## src/rtl/iir_sched_pkg.sv

```systemverilog
// Shared types and constants for the time-multiplexed biquad scheduler:
// FSM states, coefficient addresses, reset coefficients and the scaled product.
package iir_sched_pkg;

    typedef enum logic [2:0] {
        ST_IDLE,
        ST_MUL_G1,
        ST_MUL_G2,
        ST_MUL_G4,
        ST_MUL_G3,
        ST_DONE
    } sched_state_t;

    localparam logic [1:0] COEF_G1 = 2'd0;
    localparam logic [1:0] COEF_G2 = 2'd1;
    localparam logic [1:0] COEF_G3 = 2'd2;
    localparam logic [1:0] COEF_G4 = 2'd3;

    localparam int RST_G1 = 427;
    localparam int RST_G2 = -1769;
    localparam int RST_G3 = 146;
    localparam int RST_G4 = 784;

    // Widest supported operand; callers sign-extend into it and keep the low bits.
    localparam int MAX_W = 64;

    function automatic logic signed [2*MAX_W-1:0] prod_scale(
        input logic signed [MAX_W-1:0] a,
        input logic signed [MAX_W-1:0] b,
        input int                      sh
    );
        logic signed [2*MAX_W-1:0] full;
        full = (2*MAX_W)'(a) * (2*MAX_W)'(b);
        return full >>> sh;
    endfunction

endpackage

```

## src/rtl/iir_rr_arbiter.sv

```systemverilog
// Combinational round-robin arbiter: first requester after ptr (with wrap)
// wins; produces a one-hot grant and its index.
module iir_rr_arbiter #(
    parameter int NCH = 4,
    parameter int CHW = $clog2(NCH)
) (
    input  logic [NCH-1:0] req,
    input  logic [CHW-1:0] ptr,
    output logic [NCH-1:0] grant,
    output logic [CHW-1:0] grant_idx
);

    int             idx_i;
    logic [CHW-1:0] idx;

    // NOTE: every output gets a default before the search loop so no path
    // leaves a value held over from a previous evaluation (which would infer a latch).
    always_comb begin
        grant     = '0;
        grant_idx = '0;
        idx_i     = 0;
        idx       = '0;
        // Scan farthest-first so the nearest requester after ptr overwrites the rest.
        for (int off = NCH; off >= 1; off--) begin
            idx_i = (int'(ptr) + off) % NCH;
            idx   = CHW'(idx_i);
            if (req[idx]) begin
                grant      = '0;
                grant[idx] = 1'b1;
                grant_idx  = idx;
            end
        end
    end

endmodule

```

## src/rtl/iir_biquad_sched.sv

```systemverilog
// Scheduler/controller for one shared biquad datapath serving NCH channels.
// Optional macro IIR_SCHED_SAT_EN: saturating x3/out arithmetic plus sat_flag output.
module iir_biquad_sched
    import iir_sched_pkg::*;
#(
    parameter int BIT_NO = 32,
    parameter int CK     = 11,
    parameter int NCH    = 4,
    parameter int CHW    = $clog2(NCH)
) (
    input  logic                     clk,
    input  logic                     reset,
    input  logic [NCH-1:0]           in_valid,
    output logic [NCH-1:0]           in_ready,
    input  logic [NCH*BIT_NO-1:0]    in_data,
    output logic                     out_valid,
    output logic [CHW-1:0]           out_ch,
    output logic signed [BIT_NO-1:0] out_data,
    input  logic                     cfg_we,
    input  logic [1:0]               cfg_addr,
    input  logic [BIT_NO-1:0]        cfg_data,
    input  logic                     cfg_commit,
    output logic                     busy,
`ifdef IIR_SCHED_SAT_EN
    output logic                     sat_flag,
`endif
    output logic                     commit_pending
);

    typedef logic signed [BIT_NO-1:0] word_t;

    localparam word_t RST_COEF [4] = '{word_t'(RST_G1), word_t'(RST_G2),
                                       word_t'(RST_G3), word_t'(RST_G4)};

    sched_state_t   state_q, state_d;
    logic [CHW-1:0] ptr_q;
    word_t          samp_q, d1_q, d2_q;
    word_t          x1_q, x6_q, x7_q, x5_q;
    word_t          d1_mem [NCH];
    word_t          d2_mem [NCH];
    word_t          act_q [4];
    word_t          shd_q [4];
    word_t          shd_d [4];
    logic           pending_q;

    logic [NCH-1:0] grant;
    logic [CHW-1:0] grant_idx;
    logic           take;
    logic           apply;
    word_t          mul_a, mul_b, mul_p;
    word_t          x3, y;

    iir_rr_arbiter #(.NCH(NCH), .CHW(CHW)) u_arb (
        .req       (in_valid),
        .ptr       (ptr_q),
        .grant     (grant),
        .grant_idx (grant_idx)
    );

    // Gated by reset as well so no grant is offered while the block is held in reset.
    assign in_ready       = (state_q == ST_IDLE && reset) ? grant : '0;
    assign take           = |(in_valid & in_ready);
    assign apply          = (state_q == ST_IDLE) && pending_q;
    assign busy           = (state_q != ST_IDLE);
    assign commit_pending = pending_q;

    always_comb begin
        state_d = state_q;
        case (state_q)
            ST_IDLE:   if (take) state_d = ST_MUL_G1;
            ST_MUL_G1: state_d = ST_MUL_G2;
            ST_MUL_G2: state_d = ST_MUL_G4;
            ST_MUL_G4: state_d = ST_MUL_G3;
            ST_MUL_G3: state_d = ST_DONE;
            ST_DONE:   state_d = ST_IDLE;
            default:   state_d = ST_IDLE;
        endcase
    end

    // Single shared multiplier; operands steered by the current MUL state.
    always_comb begin
        mul_a = samp_q;
        mul_b = act_q[COEF_G1];
        case (state_q)
            ST_MUL_G2: begin mul_a = d1_q; mul_b = act_q[COEF_G2]; end
            ST_MUL_G4: begin mul_a = d2_q; mul_b = act_q[COEF_G4]; end
            ST_MUL_G3: begin mul_a = d1_q; mul_b = act_q[COEF_G3]; end
            default:   ;
        endcase
        mul_p = word_t'(prod_scale(MAX_W'(mul_a), MAX_W'(mul_b), CK - 1));
    end

    // Shadow-next includes this cycle's write so a same-cycle commit carries it.
    always_comb begin
        shd_d = shd_q;
        if (cfg_we) shd_d[cfg_addr] = cfg_data;
    end

`ifdef IIR_SCHED_SAT_EN
    localparam int EW = BIT_NO + 2;
    typedef logic signed [EW-1:0] wide_t;
    localparam wide_t SAT_HI = wide_t'((64'sd1 <<< (BIT_NO - 1)) - 64'sd1);
    localparam wide_t SAT_LO = wide_t'(-(64'sd1 <<< (BIT_NO - 1)));

    function automatic word_t clamp(input wide_t v);
        if (v > SAT_HI) return word_t'(SAT_HI);
        if (v < SAT_LO) return word_t'(SAT_LO);
        return word_t'(v);
    endfunction

    wide_t x3_w, y_w;
    logic  clip;

    always_comb begin
        x3_w = EW'(x1_q) - EW'(x6_q) - EW'(x7_q);
        x3   = clamp(x3_w);
        y_w  = EW'(x3) + EW'(x5_q) + EW'(d2_q);
        y    = clamp(y_w);
        clip = (EW'(x3) != x3_w) || (EW'(y) != y_w);
    end

    always_ff @(posedge clk or negedge reset) begin
        if (!reset) sat_flag <= 1'b0;
        else        sat_flag <= (state_q == ST_DONE) && clip;
    end
`else
    always_comb begin
        x3 = x1_q - x6_q - x7_q;
        y  = x3 + x5_q + d2_q;
    end
`endif

    // NOTE: state registers use non-blocking assignments so every flop samples
    // pre-edge values regardless of statement order.
    always_ff @(posedge clk or negedge reset) begin
        if (!reset) begin
            state_q   <= ST_IDLE;
            ptr_q     <= CHW'(NCH - 1);
            samp_q    <= '0;
            d1_q      <= '0;
            d2_q      <= '0;
            x1_q      <= '0;
            x6_q      <= '0;
            x7_q      <= '0;
            x5_q      <= '0;
            pending_q <= 1'b0;
            out_valid <= 1'b0;
            out_ch    <= '0;
            out_data  <= '0;
            // NOTE: the channel state arrays are reset because filter history must
            // restart from zero; they are small flop arrays, not RAM macros.
            for (int i = 0; i < NCH; i++) begin
                d1_mem[i] <= '0;
                d2_mem[i] <= '0;
            end
            for (int k = 0; k < 4; k++) begin
                act_q[k] <= RST_COEF[k];
                shd_q[k] <= RST_COEF[k];
            end
        end else begin
            state_q   <= state_d;
            shd_q     <= shd_d;
            pending_q <= cfg_commit | (pending_q & ~apply);
            if (apply) act_q <= shd_d;
            out_valid <= (state_q == ST_DONE);
            case (state_q)
                ST_IDLE: if (take) begin
                    ptr_q  <= grant_idx;
                    samp_q <= in_data[int'(grant_idx)*BIT_NO +: BIT_NO];
                    d1_q   <= d1_mem[grant_idx];
                    d2_q   <= d2_mem[grant_idx];
                end
                ST_MUL_G1: x1_q <= mul_p;
                ST_MUL_G2: x6_q <= mul_p;
                ST_MUL_G4: x7_q <= mul_p;
                ST_MUL_G3: x5_q <= mul_p;
                ST_DONE: begin
                    d1_mem[ptr_q] <= x3;
                    d2_mem[ptr_q] <= d1_q;
                    out_data      <= y;
                    out_ch        <= ptr_q;
                end
                default: ;
            endcase
        end
    end

endmodule

```

## config.mk

```make
export PLATFORM = sky130hd
export DESIGN_NAME = iir_biquad_sched
export DESIGN_NICKNAME = d
export VERILOG_FILES = /design/src/rtl/iir_sched_pkg.sv /design/src/rtl/iir_rr_arbiter.sv /design/src/rtl/iir_biquad_sched.sv
export SDC_FILE = /design/constraint.sdc
export NUM_CORES = 2
export LEC_CHECK = 0
export ABC_AREA = 1
export CAP_MARGIN = 20
export CORE_MARGIN = 2
export CORE_UTILIZATION = 45
export DETAILED_ROUTE_END_ITERATION = 16
export PLACE_DENSITY_LB_ADDON = 0.05
export SLEW_MARGIN = 25
export SYNTH_ARGS = -nofsm -noshare
export SYNTH_HDL_FRONTEND = slang
export SYNTH_SLANG_ARGS = --single-unit
export TNS_END_PERCENT = 1
```

## constraint.sdc

```tcl
create_clock -name clk -period 9.2 [get_ports clk]
set_input_delay 2.3 -clock clk [delete_from_list [all_inputs] [get_ports clk]]
set_output_delay 2.3 -clock clk [all_outputs]
set_load 0.05 [all_outputs]
```

==> results.yml <==
run_status:
  status: "finished, final reports clean"
floorplan:
  fp.dieH_um: 377
  dieWidth_um: 377
  die_footprint_sq_mm: 0.142
  floorplan.initialDensity: 0.454
  core.rowCount: 136
  core-area_sq_mm: 0.138
  number_of_top_level_design_ports: 211
hold_path:
  number_of_cells_on_the_worst_hold_path: 2
  hold_path_startpoint: "d1_mem[98]"
  hold-path-endpoint: "d1_mem[98]"
  hold_class: "reg -> reg"
placed_design:
  gp_congestion: 0.948
  post-dp-hpwl_um: 166000
  dpl_cell_area_sq_mm: 0.0673
  number_of_port_buffers: 210
  place.detailed.instances: 9329
clocking:
  post_cts_hold_buffer_count: 0
  clock_tree.root_cell: "clkbuf_16"
  tritoncts: "done"
  cts.sink_count: 777
  cts_max_level: 3
  cts_inserted_buffers: 87
  cts.path.max_buffers: 3
  clk-insertion-delay-late_ns: 0.74
  clkSlewWorstSetupHoldPaths_ns: 0.06
critical_path:
  worstPathArrival_ns: 9.55
  crit_family: "adder cells"
  r2r_cells: 31
  crit_fanout: 28
  crit_path_max_incr_delay_ns: 0.61
  path_class: "reg -> reg"
  cp_data_required_time_ns: 9.76
  critical_path.most_common_cell: "fa_1"
  critical_path.reg2reg.startpoint: "state_q[1]"
  r2r-end: "x1_q[31]"
  cp_bufs_invs: 5
  timing.critical_path.depth: 31
  timing.reg2reg.setup_slack_ns: 0.21
  critPathCaptureType: "register"
  worst_path_max_delay_cell: "inv_1"
  start_kind: "register"
yosys:
  async_reset_ff_frac: 1.00
  postSynthAreaPerCell_sq_um: 8.37
  fraction_of_post_synthesis_cell_area_in_the_top_cell_type_by_area: 0.280
  synth_ff_type: "dfrtp_1"
  yosysSeqAreaShare: 0.313
  synth-seq-cells: 777
  netlist_top_cells_count: "1,654 x nand2_1, 1,182 x inv_1, 999 x nor2_1"
  synth.lib_cells_used.distinct: 55
  synth.area.top_cells: "dfrtp_1 28%, fa_1 24%, nand2_1 9.9%"
  synthDominantAreaCellType: "dfrtp_1"
  post_synth_inst_count: 7472
  yosys_warnings: 0
  synthesized_nets: 8626
  synth_edf_count: 0
  yosysMostFrequentCell: "nand2_1"
  synth_area_sq_mm: 0.0625
sta:
  max_slew_margin: 0.278
  timing.final.crit_period_ns: 8.99
  skew_ns: 0.0815
  period_share: 0.978
  final-setup-viol-count: 0
  timing_max_transition_violations_final: 0
  timing.final.hold_violations: 0
  achievable-frequency_ghz: 0.111
  fin_worst_hold_slack_ns: 0.468
  unrepaired_setup_endpoints_after_global_routing: "no"
  totalNegativeSetupSlack_ns: 0
  transition_at_the_pin_with_the_smallest_max_transition_slack_ns: 1.08
cells_and_area:
  num-nets-final: 8786
  stdcell_area_sq_mm: 0.0705
  syn2layout_area_growth_pct: 12.8
  layout.cells.non_filler: 9497
  fillerInstances: 13400
  fraction_of_final_layout_cells_with_drive_strength_greater_than_1: 0.0767
global_route:
  largest_net_degree_at_the_start_of_global_routing: 188
  grt_overflow_total: 0
  antenna_found_initial: 2
  first_global_vias: 50900
  global_route_wire_length_before_repair_um: 328000
  grt_usage: 0.309
drt:
  postRouteAntennaNets: 0
  routed-via-count: 50400
  detail_route.first_pass.iterations: 6
  drt-total-wl_um: 215000
  drc: 0
  initialDrtViolationCount: 4306
  route.detailed.vias_per_inst: 5.31
  detail_route.wl_per_cell_um: 22.6
flow_run:
  max_cap_viol_count: 0
-- cell type report --
class / count / area [sq um] / area share
multi-input combinational: 5140 / 37200 / 0.528
sequential: 777 / 19500 / 0.277
clock buffer: 128 / 2540 / 0.0360
inverter: 1209 / 4590 / 0.0651
antenna: 1 / 2.50 / 0.0000355
clock inverter: 31 / 428 / 0.00607
timing repair buffer: 417 / 3960 / 0.0561
tap: 1794 / 2240 / 0.0318
-- layer usage --
metal / GRT usage / wire (um) / up-vias
li1: - / - / 23300
met1: 0.445 / 96100 / 25100
met2: 0.477 / 95600 / 1719
met3: 0.0579 / 16400 / 283
met4: 0.0884 / 6950 / 0
met5: 0 / 0 / -
-- how the worst max path moves through the flow --
stage | from | to
after floorplan | state_q[1] | x1_q[31]
after global placement | state_q[2] | x1_q[31]
after detailed placement | state_q[2] | x1_q[31]
after CTS | state_q[2] | x1_q[31]
after global routing | state_q[1] | x7_q[18]
final | state_q[1] | x1_q[31]
-- metrics by stage --
step / setup WS [ns] / utilization
after floorplan: 1.06 / -
final: 0.205 / 0.512
after CTS: 0.00250 / 0.511
after detailed placement: -0.0903 / 0.489
after global routing: 0.0186 / 0.512
after global placement: -0.0282 / 0.489
-- state kept, by name, summed over array words and instances, names as in the netlist, 32 cells and up --
name,count
act_q,128
d1_mem,128
d2_mem,128
shd_q,128
d1_q,32
d2_q,32
out_data,32
samp_q,32
x1_q,32
x5_q,32
x6_q,32
x7_q,32
-- cells in the final DEF (no fill, tap or decap), types with 18 or more instances in the layout --
master and count:
o21ai_0 689, xor2_1 34, ha_1 227, dfrtp_1 698, o22ai_1 21, fa_1 757, clkbuf_8 21, nand2_1 1642
nor2_1 992, clkbuf_1 20, clkinv_2 19, o32ai_1 89, a21oi_1 182, nand3_1 143, inv_1 1172, clkdlybuf4s50_1 209
dfstp_2 78, xnor2_1 46, buf_4 181, mux2_2 69, o21a_1 18, clkbuf_16 88, buf_12 21
-- repair_timing --
action | CTS | global route
endpoints found under the setup margin | 4 | 47
pin swaps | 0 | 1
resized for setup | 3 | 32
setup buffers | 0 | 7
gates cloned | 0 | 1
-- tightest hold or removal path: cells and delay by family (launching register included) --
kind / cells / cell delay, ns
DFF: 1 / 0.34
and+or+nand+nor: 2 / 0.10
-- logic make-up (layout without fill, tap and decap cells) --
group | after synthesis | after routing | share of synthesized area
AND/OR/NAND/NOR | 2893 | 2893 | 0.181
flip-flops | 777 | 777 | 0.313
adder cells (fa/ha/maj) | 984 | 984 | 0.288
other | 0 | 1 | 0
multiplexers | 69 | 69 | 0.0124
AO/OA/AOI/OAI | 1112 | 1112 | 0.0994
XOR/XNOR | 82 | 82 | 0.0116
buffers and inverters | 1555 | 1785 | 0.0952
Power is not shown: default switching activity piles up to over one toggle a cycle in this logic, so the estimate is an artifact.
